<file path="src/rtl/clk_div_pkg.sv">
// Shared types and defaults for the CLK_DIV change sequencer.
package clk_div_pkg;

  localparam int DEF_RATIO_WIDTH = 5;
  localparam int DEF_RESET_RATIO = 1;

  typedef enum logic [2:0] {
    ST_IDLE,
    ST_GRANT,
    ST_DRAIN,
    ST_LOAD,
    ST_RESUME,
    ST_FINISH
  } state_e;

  // A divide ratio of zero has no meaning for CLK_DIV and is rejected.
  function automatic logic ratio_legal(input logic [31:0] ratio);
    return ratio != '0;
  endfunction

endpackage

</file>
<file path="src/rtl/rr_arbiter.sv">
// Combinational round-robin arbiter: lowest requester at or after ptr_i wins.
module rr_arbiter #(
  parameter int NUM_REQ = 2
) (
  input  logic [NUM_REQ-1:0] req_i,
  input  logic [1:0]         ptr_i,
  output logic [NUM_REQ-1:0] gnt_o,
  output logic [1:0]         idx_o
);

  logic found;

  // Two passes: indices at/after the pointer first, then the wrapped-around ones.
  always_comb begin
    gnt_o = '0;
    idx_o = '0;
    found = 1'b0;
    for (int unsigned j = 0; j < NUM_REQ; j++) begin
      if (!found && req_i[j] && (j >= 32'(ptr_i))) begin
        found    = 1'b1;
        gnt_o[j] = 1'b1;
        idx_o    = 2'(j);
      end
    end
    for (int unsigned j = 0; j < NUM_REQ; j++) begin
      if (!found && req_i[j] && (j < 32'(ptr_i))) begin
        found    = 1'b1;
        gnt_o[j] = 1'b1;
        idx_o    = 2'(j);
      end
    end
  end

endmodule

</file>
<file path="src/rtl/clk_div_ctrl.sv">
// Arbitrates divide-ratio change requests and sequences a glitch-safe
// ratio change on one CLK_DIV instance (gate, settle, load, resume, report).
module clk_div_ctrl
  import clk_div_pkg::*;
#(
  parameter int NUM_REQ       = 2,
  parameter int RATIO_WIDTH   = DEF_RATIO_WIDTH,
  parameter int SETTLE_CYCLES = 4,
  parameter int RESET_RATIO   = DEF_RESET_RATIO
) (
  input  logic                           CLK,
  input  logic                           RST,
  input  logic                           RUN,
  input  logic [NUM_REQ-1:0]             REQ_VALID,
  input  logic [NUM_REQ*RATIO_WIDTH-1:0] REQ_RATIO,
  output logic [NUM_REQ-1:0]             REQ_READY,
  output logic                           DONE,
  output logic [1:0]                     DONE_ID,
  output logic                           ERR,
  output logic                           BUSY,
  output logic                           DIV_EN,
  output logic [RATIO_WIDTH-1:0]         DIV_RATIO
);

  localparam int RATIO_MAX = (1 << RATIO_WIDTH) - 1;
  localparam int CNT_MAX   = (SETTLE_CYCLES > RATIO_MAX) ? SETTLE_CYCLES : RATIO_MAX;
  localparam int CNT_W     = $clog2(CNT_MAX + 1);

  state_e                 state_q;
  logic [1:0]             ptr_q;
  logic [1:0]             ptr_d;
  logic [CNT_W-1:0]       cnt_q;
  logic [1:0]             id_q;
  logic [RATIO_WIDTH-1:0] ratio_q;
  logic [NUM_REQ-1:0]     ready_q;
  logic                   done_q;
  logic                   err_q;
  logic                   busy_q;
  logic [1:0]             done_id_q;
  logic                   div_en_q;
  logic [RATIO_WIDTH-1:0] div_ratio_q;

  logic [NUM_REQ-1:0]     arb_gnt;
  logic [1:0]             arb_idx;
  logic [RATIO_WIDTH-1:0] win_ratio;
  logic                   ratio_ok;

  rr_arbiter #(
    .NUM_REQ (NUM_REQ)
  ) u_arb (
    .req_i (REQ_VALID),
    .ptr_i (ptr_q),
    .gnt_o (arb_gnt),
    .idx_o (arb_idx)
  );

  assign ratio_ok = ratio_legal(32'(ratio_q));

  // Select the winner's ratio slice and the pointer value that follows it.
  always_comb begin
    win_ratio = '0;
    for (int unsigned j = 0; j < NUM_REQ; j++) begin
      if (arb_idx == 2'(j)) begin
        win_ratio = REQ_RATIO[j*RATIO_WIDTH +: RATIO_WIDTH];
      end
    end
    ptr_d = (arb_idx == 2'(NUM_REQ - 1)) ? '0 : arb_idx + 2'd1;
  end

  // Sequencer FSM with all outputs registered; DIV_EN tracks RUN except while draining.
  always_ff @(posedge CLK or posedge RST) begin
    if (RST) begin
      state_q     <= ST_IDLE;
      ptr_q       <= '0;
      cnt_q       <= '0;
      id_q        <= '0;
      ratio_q     <= '0;
      ready_q     <= '0;
      done_q      <= 1'b0;
      err_q       <= 1'b0;
      busy_q      <= 1'b0;
      done_id_q   <= '0;
      div_en_q    <= 1'b0;
      div_ratio_q <= RATIO_WIDTH'(RESET_RATIO);
    end else begin
      ready_q  <= '0;
      done_q   <= 1'b0;
      err_q    <= 1'b0;
      div_en_q <= RUN;
      case (state_q)
        ST_IDLE: begin
          if (|REQ_VALID) begin
            state_q <= ST_GRANT;
            busy_q  <= 1'b1;
            ready_q <= arb_gnt;
            id_q    <= arb_idx;
            ratio_q <= win_ratio;
            ptr_q   <= ptr_d;
          end
        end
        ST_GRANT: begin
          if (!ratio_ok || (ratio_q == div_ratio_q)) begin
            state_q   <= ST_FINISH;
            done_q    <= 1'b1;
            err_q     <= !ratio_ok;
            done_id_q <= id_q;
          end else begin
            state_q  <= ST_DRAIN;
            div_en_q <= 1'b0;
            cnt_q    <= CNT_W'(1);
          end
        end
        ST_DRAIN: begin
          // New ratio becomes visible on the final drain cycle, one before re-enable.
          if (cnt_q == CNT_W'(SETTLE_CYCLES - 1)) begin
            div_ratio_q <= ratio_q;
          end
          if (cnt_q == CNT_W'(SETTLE_CYCLES)) begin
            state_q <= ST_LOAD;
          end else begin
            div_en_q <= 1'b0;
            cnt_q    <= cnt_q + CNT_W'(1);
          end
        end
        ST_LOAD: begin
          state_q <= ST_RESUME;
          cnt_q   <= CNT_W'(1);
        end
        ST_RESUME: begin
          if (cnt_q == CNT_W'(ratio_q)) begin
            state_q   <= ST_FINISH;
            done_q    <= 1'b1;
            done_id_q <= id_q;
          end else begin
            cnt_q <= cnt_q + CNT_W'(1);
          end
        end
        ST_FINISH: begin
          state_q <= ST_IDLE;
          busy_q  <= 1'b0;
        end
        default: begin
          state_q <= ST_IDLE;
          busy_q  <= 1'b0;
        end
      endcase
    end
  end

  assign REQ_READY = ready_q;
  assign DONE      = done_q;
  assign DONE_ID   = done_id_q;
  assign ERR       = err_q;
  assign BUSY      = busy_q;
  assign DIV_EN    = div_en_q;
  assign DIV_RATIO = div_ratio_q;

endmodule

</file>
<file path="config.mk">
export PLATFORM = sky130hd
export DESIGN_NAME = clk_div_ctrl
export DESIGN_NICKNAME = d
export VERILOG_FILES = /design/src/rtl/clk_div_pkg.sv /design/src/rtl/rr_arbiter.sv /design/src/rtl/clk_div_ctrl.sv
export SDC_FILE = /design/constraint.sdc
export NUM_CORES = 1
export LEC_CHECK = 0
export BUFFER_PORTS_ARGS = -buffer_cell sky130_fd_sc_hd__clkbuf_2
export CORE_MARGIN = 1
export CORE_UTILIZATION = 30
export DETAILED_ROUTE_END_ITERATION = 16
export PLACE_DENSITY = 0.5
export SLEW_MARGIN = 15
export SYNTH_ARGS = -nofsm -noshare
export SYNTH_HDL_FRONTEND = slang
export SYNTH_SLANG_ARGS = --single-unit
</file>
<file path="constraint.sdc">
create_clock -name CLK -period 1.7 [get_ports CLK]
set_input_delay 0.255 -clock CLK [delete_from_list [all_inputs] [get_ports CLK]]
set_output_delay 0.255 -clock CLK [all_outputs]
set_load 0.01 [all_outputs]
</file>
; ---- Yosys cells after proc, flatten, opt, wreduce, memory -nomap -nowiden
; Index checks and enable logic that the tools add are counted.
[word_totals]
elab_cells = 96
output_inout_bits = 13
latch_bits = 0
mem_bits_ro = 0
memories = 0
in_bits = 15
ramBits = 0
reg_bits = 30
[op_classes]
bitwise = 1
multipliers = 0
muxes = 36
shifts = 0
order_cmp = 4
n_div = 0
addsub = 2
n_reduce_logical = 25
n_eq_ne = 16
[ops]
columns = cell, count
row1 = $mux W5, 5
row2 = $pmux W5 S4, 1
row3 = $mux W1, 16
row4 = $pmux W3 S5, 1
row5 = $ne A2 B2 Y1 const B, 7
row6 = $mux W3, 4
row7 = $eq A5 B5 Y1, 2
row8 = $mux W2, 5
row9 = $logic_and A1 B1 Y1, 7
row10 = $eq A3 B2 Y1 const B, 2
row11 = $pmux W1 S2, 3
row12 = $reduce_and A2 Y1, 3
row13 = $reduce_and A3 Y1, 2
row14 = $add A5 B1 Y5 const B, 1
row15 = $eq A5 B2 Y1 const B, 1
row16 = $eq A5 B3 Y1 const B, 1
row17 = $reduce_bool A5 Y1, 1
row18 = $ge A1 B2 Y1 const A, 2
row19 = $logic_not A1 Y1, 4
row20 = $lt A1 B2 Y1 const A, 2
row21 = $pmux W2 S2, 1
row22 = $reduce_and A4 Y1, 1
row23 = $reduce_bool A4 Y1, 1
row24 = $reduce_or A4 Y1, 1
row25 = other kinds (10), 10

; ---- Longest topological paths before layout
[logic_depth]
ltp_word = 18
depth_mapped = 6
depth_no_buf = 6

; ---- Modules after synthesis
; From an unflattened synthesis, not the netlist that was laid out.
[hier_totals]
cells_unflattened = 162
hier_area_um2 = 1635.3
[by_module_without_submodules]
columns = module, cells_each, seq_area_each_um2, instances, area_per_inst_um2
row1 = clk_div_ctrl, 155, 752.0, 1, 1589.0
row2 = rr_arbiter, 7, 0.0, 1, 46.3

; ---- Least setup slack after synthesis
; OpenSTA, ideal clock, no wires.
[synth_path]
kind = reg-to-reg
startpoint = register cnt_q[0]
endpoint = register cnt_q[2]
stages_incl_launch_ff = 7
arrival_ns = 1.486
setup_time_ns = 0.126
t_required_ns = 1.574
period_less_slack_ns = 1.612
slack_ns = 0.088
path_buffers = 0
path_cell_list = dfrtp_1 inv_1 ha_1 a41o_1 and3_4 o21a_4 a221o_1
[synth_between]
elab_chain_len = 3
word_cells_on_any_way = 9
classes_between = 1 x add/sub / 4 x eq/ne / 3 x mux / 1 x reduce/logical
[synth_lines]
columns = element, line_no
row1 = from (decl), clk_div_ctrl.sv:32  ; logic [CNT_W-1:0] cnt_q;
row2 = from (signal assigned), clk_div_ctrl.sv:122  ; cnt_q <= cnt_q + CNT_W'(1);
row3 = from (signal assigned), clk_div_ctrl.sv:135  ; cnt_q <= cnt_q + CNT_W'(1);
row4 = $add A5 B1 Y5 (tied with other cells), "clk_div_ctrl.sv:122, clk_div_ctrl.sv:135"
row5 = $mux W5 (tied with other cells), clk_div_ctrl.sv:130  ; if (cnt_q == CNT_W'(ratio_q)) begin
row6 = $pmux W5 S4 or $reduce_and A4 Y1 (tied branches), n/a
; Several ways; a longest one is shown, not always the timed one. The select of a mux whose other input is x is not followed.
; A chain may end at the register's enable or synchronous reset.

; ---- Worst setup path in the final report
[layout_path]
startpoint = register ratio_q[1]
endpoint = register cnt_q[2]
[layout_between]
elab_chain_len = 5
word_cells_on_any_way = 8
classes_between = 4 x eq/ne / 4 x reduce/logical
[layout_lines]
columns = element, line_no
row1 = from (decl), clk_div_ctrl.sv:34  ; logic [RATIO_WIDTH-1:0] ratio_q;
row2 = from (signal assigned), clk_div_ctrl.sv:97  ; ratio_q <= win_ratio;
row3 = $reduce_bool A5 Y1, clk_div_pkg.sv:18  ; return ratio != '0;
row4 = $logic_not A1 Y1, clk_div_ctrl.sv:102  ; if (!ratio_ok || (ratio_q == div_ratio_q)) begin
row5 = $logic_or A1 B1 Y1, clk_div_ctrl.sv:102
row6 = $ne A2 B2 Y1 (no source line), n/a
row7 = $reduce_and A4 Y1 (no source line) (*), n/a
; Every way passes the cells marked *; elsewhere a longest branch is shown, timed or not.

==> flow_summary.yaml <==
status:
  status: "finished, violations left"
  violations: "negative hold slack"
sta:
  setup_ws_ns: 0.0910
  slew_viol_final: 0
  timing.final.crit_share_pct: 94.6
  whs_ns: -0.00299
  fin_skew_ns: 0.00232
  setup_viol: 0
  rsz0062_at_grt: "yes"
  timing.final.crit_period_ns: 1.61
  finalHoldViolations: 8
  tns_ns: 0
  fmax_ghz: 0.621
pwr:
  power_density_mw_per_mm2: 1780
  ir_drop_mv: 0.580
  total_power_mw: 3.34
  p_leak_nw: 0.932
floorplanning:
  ioPinCount: 28
  start_util_pct: 31.2
  dieArea_mm2: 0.00519
  fp.dieW_um: 72.0
  die_h_um: 72.0
  floorplan.rows: 25
  core-area_mm2: 0.00472
global_routing:
  grt_usage_pct: 13.5
  grt_pass1_wl_um: 5400
  antenna_found_initial: 0
  grt_start_max_net_pins: 28
  grt-ovfl-total: 0
  grt_pass1_vias: 1182
clocking:
  htree_levels: 1
  tritoncts: "done"
  path_clk_slew_ns: 0.10
  clkSinkCount: 27
  cts_hold_buf: 0
  root_buffer: "clkbuf_8"
  cts_buffer_depth: 2
  numCtsBuffers: 3
  insertion_delay_ns: 0.28
drt:
  drtIter0Drc: 46
  dr.pass1.iters: 4
  wl_um: 3140
  wire_per_inst_um: 12.7
  met1_length_um: 1480
  top_layer: "met4"
  wl_met3_um: 122
  viasPerCell: 4.58
  ant_nets: 0
  drcViolationCount: 0
  wl_met2_um: 1500
  vias: 1136
finish:
  multi_input_area_um2: 781
  nets: 199
  antenna_cells: 0
  n_fill_cell: 471
  seqCellArea_um2: 686
  stdcell_area_mm2: 0.00187
  syn_to_final_growth_pct: 27.3
  layout-drive-gt1-share_pct: 42.5
synth:
  yosysTopAreaCell: "dfrtp_1"
  synth_seq_cells: 27
  ys.flop_type: "dfrtp_1"
  async_flop_share_pct: 100
  synth-seq-area-share_pct: 46.0
  syn-cell-area_mm2: 0.00147
  synthTopCellsByArea: "dfrtp_1 44%, mux2i_1 4.8%, xor2_1 4.2%, mux2_2 3.8%, nand2_1 3.3%"
  avgSynthCellArea_um2: 10.4
  synth_nets: 159
  ys_warn_count: 0
  syn_inst: 142
  yosysTopAreaCellShare_pct: 44.2
  synth_edf_count: 0
  synth.distinct_cells: 43
placement:
  postPlaceCellArea_mm2: 0.00176
  io_buffers: 26
  dpl.hpwl_um: 2440
  place_congestion: 0.899
  pre_cts_ws_ns: 0.00176
setup_path:
  cp.arrival_ns: 1.78
  path_class: "reg -> reg"
  critPathLaunchType: "flop"
  slowest_delay_ns: 0.46
  cpLargestDelayFamily: "compound AO/OA/AOI/OAI gates"
  cp.required_ns: 1.87
  crit_fanout: 4
  path_cells: "xor2_1 -> o31ai_2 -> nand3_1 -> and4b_1 -> a221o_1"
  cp_num_buf_inv: 0
  cp-end-kind: "flop"
  cp_slowest_cell: "dfrtp_2"
run:
  maxCapViolations: 0
hold_path:
  min_path_type: "in -> async"
## per-layer routing
layer,track usage (%),vias up
met3,2.64,4
met1,17.2,535
met2,22.5,29
met4,5.45,0
li1,-,568
met5,0,-
## registers in the layout, summed over array words and instances (netlist names), 2 cells and up
| signal | count |
|---|---|
| state_q | 3 |
| DIV_RATIO | 5 |
| cnt_q | 5 |
| ratio_q | 5 |
| REQ_READY | 2 |
## what timing repair did
action / in CTS / in global routing
gates resized for setup: 1 / 17
setup endpoints to repair: 1 / 7
pin swaps: 0 / 5
buffers inserted: 0 / 1
hold endpoints to repair: 0 / 0
## tightest hold or removal path, stage by stage
cell and delay, ns:
clkbuf_2 0.08, inv_1 0.04, buf_4 0.32
## area by class of cell
cell class | count | share of cell area (%)
Multi-Input combinational cell | 101 | 41.7
Sequential cell | 27 | 36.6
Timing Repair Buffer | 41 | 13.0
Tap cell | 67 | 4.48
Clock buffer | 3 | 2.20
Inverter | 8 | 1.60
Clock inverter | 1 | 0.468
## worst paths after layout
kind,start,end,slack (ns),cells past startpoint
setup reg to reg,ratio_q[1]$_DFFE_PP0P_,cnt_q[2]$_DFFE_PP0P_,0.09,5
hold / removal,RST,ratio_q[1]$_DFFE_PP0P_,-0.003,3
setup / recovery,ratio_q[1]$_DFFE_PP0P_,cnt_q[2]$_DFFE_PP0P_,0.09,5
hold reg to reg,id_q[0]$_DFFE_PP0P_,id_q[0]$_DFFE_PP0P_,0.50,1
min in group CLK,RUN,DIV_EN$_DFF_PP0_,0.19,2
max in group asynchronous,RST,DIV_RATIO[0]$_DFFE_PP1P_,1.40,3
## logic make-up after synthesis
logic type	after synthesis	synth area share, %
and+or+nand+nor	48	17.4
DFF	27	46.0
AOI/OAI and AO/OA	26	14.1
buffers and inverters	14	4.34
muxes	13	9.61
xor gates and xnor gates	11	6.55
adders and majority gates	2	1.70
other	1	0.255
## Yosys cell counts (all sizes together), types with 2 or more instances
library cell,instances
xnor2,4
a21oi,2
and3,4
a211o,2
ha,2
inv,8
a2bb2oi,2
dfrtp,26
nand2,13
nor3,4
mux2i,7
mux2,6
nor4b,2
buf,5
o21ai,11
nor2b,3
nor2,11
xor2,7
o31ai,2
nand2b,2
nand3,5
## report_power, final
| part | switching [mW] | internal [mW] |
|---|---|---|
| sequential | 0.295 | 0.916 |
| clock | 0.222 | 0.172 |
| combinational | 0.866 | 0.865 |
## per-stage QoR
step                cells  utilization (%)
finish                248             39.7
floorplan             142                -
CTS                   247             38.3
detailed placement    243             37.2
global placement      243             37.2
global route          248             39.7
## cells in the final DEF (no fill, tap or decap), types with 2 or more instances in the layout
cell | netlist | routed
a211o_1 | 2 | 2
a21oi_1 | 2 | 2
and3_1 | 3 | 3
buf_4 | 2 | 15
clkbuf_2 | 0 | 26
clkbuf_8 | 0 | 3
dfrtp_1 | 26 | 19
dfrtp_2 | 0 | 7
inv_1 | 8 | 6
inv_2 | 0 | 2
mux2_2 | 5 | 5
mux2i_1 | 7 | 7
nand2_1 | 13 | 13
nand2b_1 | 2 | 2
nand3_1 | 4 | 4
nor2_1 | 11 | 10
nor2b_1 | 3 | 3
nor3_1 | 4 | 4
nor4b_1 | 2 | 2
o21ai_0 | 9 | 9
o21ai_2 | 1 | 2
xnor2_1 | 4 | 3
xor2_1 | 7 | 4
xor2_2 | 0 | 3
Note: power is estimated with default switching activity, not from simulation.
